==> src/rtl/slow_clk_period_meter.sv <==
// ---------------------------------------------------------------------------
// slow_clk_period_meter
//
// Measures the period and high time of a slow square wave that is
// asynchronous to clk, counted in clk cycles.  It recovers the division
// ratio and duty cycle of a divided clock or an external tick so that they
// can be checked in-system and reported through status registers.
// Supports single-shot and continuous measurement, abort, and a timeout.
//
// Parameters:
//   CNT_W        width of the cycle counters and measurement outputs
//   TIMEOUT_CYC  maximum cycles spent in ARM or MEASURE before giving up
//                (must be <= 2**CNT_W-1)
//
// Ports:
//   clk          system clock
//   reset        asynchronous, active-low reset
//   sig_in       slow signal to measure, asynchronous to clk
//   start        one-cycle pulse, begins a measurement from IDLE
//   abort        one-cycle pulse, cancels any measurement
//   continuous   1 = re-arm automatically at every closing edge
//   busy         high while in ARM or MEASURE
//   meas_valid   one-cycle pulse, new results on meas_period/meas_high
//   meas_period  cycles between successive rising edges
//   meas_high    cycles sig_in was high within that period
//   timeout_err  sticky timeout flag, cleared by an accepted start
// ---------------------------------------------------------------------------
module slow_clk_period_meter #(
  parameter int CNT_W       = 16,
  parameter int TIMEOUT_CYC = 65535
) (
  input  logic             clk,
  input  logic             reset,
  input  logic             sig_in,
  input  logic             start,
  input  logic             abort,
  input  logic             continuous,
  output logic             busy,
  output logic             meas_valid,
  output logic [CNT_W-1:0] meas_period,
  output logic [CNT_W-1:0] meas_high,
  output logic             timeout_err
);

  localparam logic [CNT_W-1:0] CNT_ONE      = CNT_W'(1);
  localparam logic [CNT_W-1:0] MEAS_LIMIT   = CNT_W'(TIMEOUT_CYC);
  localparam logic [CNT_W-1:0] ARM_LAST_CNT = CNT_W'(TIMEOUT_CYC - 1);

  typedef enum logic [1:0] {
    IDLE    = 2'd0,
    ARM     = 2'd1,
    MEASURE = 2'd2
  } state_t;

  state_t state;
  state_t state_nxt;

  logic sync0;
  logic sync1;
  logic sync_d;
  logic rise;
  logic lvl;

  logic [CNT_W-1:0] period_cnt;
  logic [CNT_W-1:0] high_cnt;
  logic [CNT_W-1:0] tmo_cnt;

  logic arm_expired;
  logic meas_expired;
  logic accept_start;
  logic open_edge;
  logic close_edge;
  logic arm_step;
  logic arm_tmo;
  logic meas_step;
  logic meas_tmo;

  // Two-flop synchronizer plus one delay stage for edge detection.  Every
  // edge sees the same pipeline latency, so distances between rise pulses
  // equal distances between sig_in edges (to the clk sampling grid).
  always_ff @(posedge clk or negedge reset) begin
    if (!reset) begin
      sync0  <= 1'b0;
      sync1  <= 1'b0;
      sync_d <= 1'b0;
    end else begin
      sync0  <= sig_in;
      sync1  <= sync0;
      sync_d <= sync1;
    end
  end

  assign rise = sync1 & ~sync_d;
  assign lvl  = sync1;

  // Limit compares.  In ARM tmo_cnt counts from 0, so the last allowed
  // cycle is TIMEOUT_CYC-1; in MEASURE period_cnt starts at 1 on the
  // opening edge, so it is compared against TIMEOUT_CYC itself.
  assign arm_expired  = (tmo_cnt == ARM_LAST_CNT);
  assign meas_expired = (period_cnt == MEAS_LIMIT);

  // Decoded events.  abort outranks everything, and a rise outranks a
  // timeout landing on the same cycle, so an edge arriving exactly at the
  // limit still yields a result.
  assign accept_start = (state == IDLE)    && start && !abort;
  assign open_edge    = (state == ARM)     && !abort && rise;
  assign arm_tmo      = (state == ARM)     && !abort && !rise && arm_expired;
  assign arm_step     = (state == ARM)     && !abort && !rise && !arm_expired;
  assign close_edge   = (state == MEASURE) && !abort && rise;
  assign meas_tmo     = (state == MEASURE) && !abort && !rise && meas_expired;
  assign meas_step    = (state == MEASURE) && !abort && !rise && !meas_expired;

  // State register.
  always_ff @(posedge clk or negedge reset) begin
    if (!reset) begin
      state <= IDLE;
    end else begin
      state <= state_nxt;
    end
  end

  // Next-state logic.  continuous is looked at only on the closing edge,
  // so dropping it mid-measurement still lets the current period finish.
  always_comb begin
    state_nxt = state;
    case (state)
      IDLE: begin
        if (accept_start) begin
          state_nxt = ARM;
        end
      end
      ARM: begin
        if (abort) begin
          state_nxt = IDLE;
        end else if (rise) begin
          state_nxt = MEASURE;
        end else if (arm_expired) begin
          state_nxt = IDLE;
        end
      end
      MEASURE: begin
        if (abort) begin
          state_nxt = IDLE;
        end else if (rise) begin
          state_nxt = continuous ? MEASURE : IDLE;
        end else if (meas_expired) begin
          state_nxt = IDLE;
        end
      end
      default: begin
        state_nxt = IDLE;
      end
    endcase
  end

  // Outputs decoded from the state alone.
  always_comb begin
    busy = 1'b0;
    if ((state == ARM) || (state == MEASURE)) begin
      busy = 1'b1;
    end
  end

  // ARM watchdog counter, restarted by every accepted start.
  always_ff @(posedge clk or negedge reset) begin
    if (!reset) begin
      tmo_cnt <= '0;
    end else if (accept_start) begin
      tmo_cnt <= '0;
    end else if (arm_step) begin
      tmo_cnt <= tmo_cnt + CNT_ONE;
    end
  end

  // Period and high-time counters.  The opening-edge cycle counts as 1 for
  // both; in continuous mode the closing edge doubles as the next opening
  // edge, so both counters restart there without losing a cycle.
  always_ff @(posedge clk or negedge reset) begin
    if (!reset) begin
      period_cnt <= '0;
      high_cnt   <= '0;
    end else if (open_edge || (close_edge && continuous)) begin
      period_cnt <= CNT_ONE;
      high_cnt   <= CNT_ONE;
    end else if (meas_step) begin
      period_cnt <= period_cnt + CNT_ONE;
      if (lvl) begin
        high_cnt <= high_cnt + CNT_ONE;
      end
    end
  end

  // Result registers.  They move only together with meas_valid, so the
  // last good result survives abort, timeout and idle periods.
  always_ff @(posedge clk or negedge reset) begin
    if (!reset) begin
      meas_valid  <= 1'b0;
      meas_period <= '0;
      meas_high   <= '0;
    end else begin
      meas_valid <= close_edge;
      if (close_edge) begin
        meas_period <= period_cnt;
        meas_high   <= high_cnt;
      end
    end
  end

  // Sticky timeout flag: set by either timeout, cleared only by a start
  // that is actually accepted.
  always_ff @(posedge clk or negedge reset) begin
    if (!reset) begin
      timeout_err <= 1'b0;
    end else if (accept_start) begin
      timeout_err <= 1'b0;
    end else if (arm_tmo || meas_tmo) begin
      timeout_err <= 1'b1;
    end
  end

endmodule

==> config.mk <==
export PLATFORM = sky130hd
export DESIGN_NAME = slow_clk_period_meter
export DESIGN_NICKNAME = d
export VERILOG_FILES = /design/src/rtl/slow_clk_period_meter.sv
export SDC_FILE = /design/constraint.sdc
export NUM_CORES = 1
export LEC_CHECK = 0
export ABC_AREA = 1
export BUFFER_PORTS_ARGS = -buffer_cell sky130_fd_sc_hd__buf_2
export CORE_MARGIN = 1.5
export CORE_UTILIZATION = 55
export CTS_CLUSTER_SIZE = 30
export DETAILED_ROUTE_END_ITERATION = 8
export PLACE_DENSITY = 0.75
export SLEW_MARGIN = 10
export SYNTH_ARGS = -nofsm -noshare
export SYNTH_HDL_FRONTEND = slang
export SYNTH_SLANG_ARGS = --single-unit
==> constraint.sdc <==
create_clock -name clk -period 5.31 [get_ports clk]
set_clock_uncertainty 0.1 [all_clocks]
set_input_delay 0.2655 -clock clk [delete_from_list [all_inputs] [get_ports clk]]
set_output_delay 0.2655 -clock clk [all_outputs]
set_load 0.1 [all_outputs]
**Word-level counts from Yosys, hierarchy flattened**

Index checks and enable logic that the tools add are counted.
W data, S select, Z words.

- Output and inout port bits: 35
- Logic and storage cells: 69
- Bits of input ports: 6
- Register bits after elaboration: 87

- Bitwise operators: 2
- Equal/unequal tests: 7
- Muxes and demuxes: 19
- Add/sub/neg operators: 3
- Reduce and logical (&&, ||, !) cells: 27

Operator list:

| kind | count |
|---|---|
| $mux W16 | 7 |
| $add A16 B1 Y16 const B | 3 |
| $eq A16 B16 Y1 const B | 2 |
| $mux W2 | 8 |
| $logic_and A1 B1 Y1 | 13 |
| $ne A4 B4 Y1 const B | 2 |
| $reduce_bool A2 Y1 | 4 |
| $pmux W2 S3 | 1 |
| $logic_not A1 Y1 | 4 |
| $logic_or A1 B1 Y1 | 3 |
| $mux W1 | 3 |
| $reduce_and A3 Y1 | 1 |
| $eq A2 B1 Y1 const B | 1 |
| $eq A2 B2 Y1 const B | 1 |
| $logic_not A2 Y1 | 1 |
| $ne A2 B2 Y1 const B | 1 |
| $reduce_and A2 Y1 | 1 |
| $and A1 B1 Y1 | 1 |
| $not A1 Y1 | 1 |

**Logic depth before layout (Yosys ltp)**

- Depth after elaboration: 8
- Gate-level depth with buffers: 11

**Least setup slack after synthesis**

No wires, ideal clock.

- Kind: flip-flop to flip-flop
- From: reg period_cnt[0]
- To: reg period_cnt[14]
- Arrival time: 1489 ps
- Slack: 3603 ps
- Data required time: 5092 ps
- Clock period less this slack: 1707 ps
- Setup time: 118 ps
- Path buffers: 1
- Cell stages (with the launch flop): 10
- Cell sequence: dfrtp_1 ha_1 nand2_1 nor2_4 nand2_2 o21ai_4 nand2_4 buf_2 nand3_1 nand2_1

- Longest elaborated chain between the ends: 4

RTL lines:

| element | RTL line | text |
|---|---|---|
| start, declared | 64 | `logic [CNT_W-1:0] period_cnt;` |
| start signal, assigned | 186 | `period_cnt <= period_cnt + CNT_ONE;` |
| parallel branches: the longest is 4 deep, another holds $add A16 B1 Y16 | -- |  |

Several ways; the timed one is not identified. The select of a mux whose other input is x is not followed.
A chain may end at the register's enable or synchronous reset.

**Worst setup path after layout**

- From: reg state[0]
- To: reg high_cnt[6]

- Longest elaborated chain between the ends: 7

RTL lines:

| element | RTL line | text |
|---|---|---|
| start, declared | 55 | `state_t state;` |
| start signal, assigned | 118 | `state <= state_nxt;` |
| $eq A2 B2 Y1 | 109, 111 |  |
| $logic_and A1 B1 Y1 | 109, 111 |  |
| $logic_and A1 B1 Y1 | 109 | `assign close_edge = (state == MEASURE) && !abort && rise;` |
| $logic_and A1 B1 Y1 | 182 | `end else if (open_edge \|\| (close_edge && continuous)) begin` |
| $logic_or A1 B1 Y1 | 182 |  |
| $reduce_bool A2 Y1 (no line) | -- |  |
| $reduce_and A2 Y1 (no line) | -- |  |
| end signal, assigned | 188 | `high_cnt <= high_cnt + CNT_ONE;` |
| end, declared | 65 | `logic [CNT_W-1:0] high_cnt;` |

Several ways; a longest one is shown, not always the timed one.

==> impl_metrics.env <==
export IMPL_yosys_warnings=0
export IMPL_path_cells="inv_1 -> ha_1 -> nand2_1 -> nor2_1 -> inv_1 -> nor2_1 -> nand4_1 -> nand2_1"
export IMPL_worst_ep_required_time_ps=5500
export IMPL_cellPowerDensity_mw_per_mm2=383.8
export IMPL_insertedDiodeCount=0
export IMPL_fp_dieW_um=93.72
export IMPL_synth_xor_area_share_pct=3.289
export IMPL_rsz0062_at_grt="false"
export IMPL_crit_path_top_delay_cell="nor2_1"
export IMPL_crit_family="simple AND/OR/NAND/NOR gates"
export IMPL_max_stage_delay_ps=750
export IMPL_cts_tree="built"
export IMPL_path_max_fanout=13
export IMPL_drive_above_1_share_pct=10.97
export IMPL_max_slew_margin_rel_pct=28.61
export IMPL_synth_distinct_cells=30
export IMPL_port_buffers=40
export IMPL_cts_sinks=87
export IMPL_gr_total_overflow=0
export IMPL_setup_violations_final=0
export IMPL_crit_arrival_ps=2580
export IMPL_clk_pin_slew_ps=80
export IMPL_placementRows=32
export IMPL_path_buf_inv=2
export IMPL_nets=650
export IMPL_netlist_instances=595
export IMPL_max_cap_viol_count=0
export IMPL_ant_nets=0
export IMPL_fp_dieArea_mm2=0.008783
export IMPL_avgSynthCellArea_um2=7.608
export IMPL_clock_path_buffers=2
export IMPL_peakVddDrop_uv=219.6
export IMPL_synth_top_family_by_area="simple AND/OR/NAND/NOR gates"
export IMPL_dp_slack_ps=3025
export IMPL_synthMuxAreaShare_pct=0
export IMPL_htree_levels=3
export IMPL_vias=3950
export IMPL_initialDrtViolationCount=261
export IMPL_fp_dieH_um=93.72
export IMPL_hold_viol=4
export IMPL_cts_setup_buffers=0
export IMPL_area_growth_pct=10.50
export IMPL_io_pins=41
export IMPL_antenna_found_initial=0
export IMPL_startpoint_type="flop"
export IMPL_grt_pass1_wl_mm=16.84
export IMPL_wl_per_cell_um=13.35
export IMPL_min_path_type="in2async"
export IMPL_synthSimpleGateAreaFrac_pct=32.86
export IMPL_grt_total_usage_pct=24.45
export IMPL_dp_hpwl_mm=6.925
export IMPL_status="finished with violations"
export IMPL_holdWs_ps=-6.801
export IMPL_grt_max_degree=88
export IMPL_synth_seq_area_share_pct=48.09
export IMPL_start_util_pct=57.68
export IMPL_cts_root_buf="clkbuf_8"
export IMPL_synth_compound_area_share_pct=7.794
export IMPL_synth_net_count=610
export IMPL_grt_pass1_vias=3724
export IMPL_viasPerCell=5.338
export IMPL_core_area_mm2=0.007848
export IMPL_wl_mm=9.882
export IMPL_fillers=721
export IMPL_layout_commonest_cell="nand2_1"
export IMPL_period_needed_ps=2391
export IMPL_fin_tns_setup_ps=0
export IMPL_worst_slack_ps=2919
export IMPL_synth_seq_cells=87
export IMPL_tightest_slew_ps=1071
export IMPL_synthAdderAreaFrac_pct=2.488
export IMPL_ctsResizeCount=0
export IMPL_finalCritPeriodShare_pct=45.02
export IMPL_final_cell_mix="222 x nand2_1, 87 x dfrtp_1, 63 x nor2_1, 45 x o21ai_0, 44 x inv_1"
export IMPL_p_leak_nw=2.455
export IMPL_report_final_slew_viol_count=0
export IMPL_p_total_mw=1.920
export IMPL_end_kind="flop"
export IMPL_max_clock_freq_mhz=418.3
export IMPL_crit_type="reg2reg"
export IMPL_violations="hold timing"
export IMPL_drc=0
export IMPL_netlist_area_mm2=0.004527
export IMPL_gp_congestion=0.8637
export IMPL_insertion_delay_ps=360
export IMPL_dr_pass1_iters=5
export IMPL_cts_inserted_buffers=9
==> report_power, final <==
group          leakage (nW)  total, mW  switching, mW  internal, mW
logic                  1.16      0.605          0.489         0.116
registers              1.19      0.845         0.0896         0.755
clock network         0.101      0.470          0.232         0.238
total                  2.45       1.92          0.810          1.11
==> path summary, 6_finish.rpt <==
check | from | end | slack [ps] | cells past startpoint
setup / recovery | state[0] | high_cnt[6] | 2920 | 8
hold / removal | reset | meas_period[13] | -7 | 1
setup reg to reg | state[0] | high_cnt[6] | 2920 | 8
hold reg to reg | sync0 | lvl | 260 | 0
max in group asynchronous | reset | meas_high[0] | 4420 | 1
min in group clk | sync0 | lvl | 260 | 0
==> cells by family (layout without fill, tap and decap cells) <==
logic type / Yosys count / count (layout)
compound gates: 65 / 65
simple gates: 356 / 356
fa+ha+maj: 9 / 9
flops: 87 / 87
buf+inv: 61 / 104
xor+xnor: 17 / 17
==> synth_stat cells, drive strengths merged <==
cell type	count	area (um2)
a21oi	2	10.01
nor2	68	277.8
o21bai	4	30.03
or2	1	6.260
xnor2	2	17.52
inv	47	176.4
nand3	34	170.2
clkbuf	6	22.52
o21ai	58	305.3
buf	7	45.03
o21a	1	7.510
ha	9	112.6
nand2	226	868.3
clkinv	1	3.750
nand4	22	137.6
dfrtp	87	2177
nor3	4	20.02
xor2	15	131.4
nand3b	1	7.510
==> repair_timing <==
action,CTS,global route
setup endpoints to repair,0,0
endpoints found under the hold margin,1,0
hold buffers,1,0
==> layer usage <==
layer  track usage, %  vias to the layer above  wire length [um]
li1                 -                     1981                 -
met1            33.23                     1854              4735
met2            39.49                      102              4575
met3            4.531                       13               439
met4            8.333                        0               132
met5                0                        -                 0
==> area by class of cell <==
class | instances | area [um2] | area share (%)
flip-flops and latches | 87 | 2177 | 43.52
multi-input cells | 447 | 2102 | 42.02
repair buffers | 42 | 220.2 | 4.402
inverters | 48 | 180.2 | 3.602
clock buffers | 11 | 151.4 | 3.027
well taps | 102 | 127.6 | 2.551
clock inverters | 3 | 43.79 | 0.8754
==> sequential cells by signal (all words and copies together) (netlist names) <==
name / count
high_cnt: 16
lvl: 1
meas_high: 16
meas_period: 16
meas_valid: 1
period_cnt: 16
state: 2
sync0: 1
sync_d: 1
timeout_err: 1
tmo_cnt: 16
==> worst register-to-register path: cells and delay by family (launching register included) <==
kind          cells  cell delay [ps]
fa+ha+maj         1              160
buf+inv           2              210
flops             1              420
simple gates      5             1440
==> through the flow <==
step	utilization (%)	instance area, um2	cells	hold WS (ps)
after floorplan	-	4527	595	-130.1
after global routing	63.74	5002	740	101.7
after global placement	61.13	4797	725	240.5
after CTS	63.74	5002	740	43.71
after detailed placement	61.13	4797	725	241.0
final	63.74	5002	740	-6.801
No activity file was read; power rests on OpenSTA's default activity.
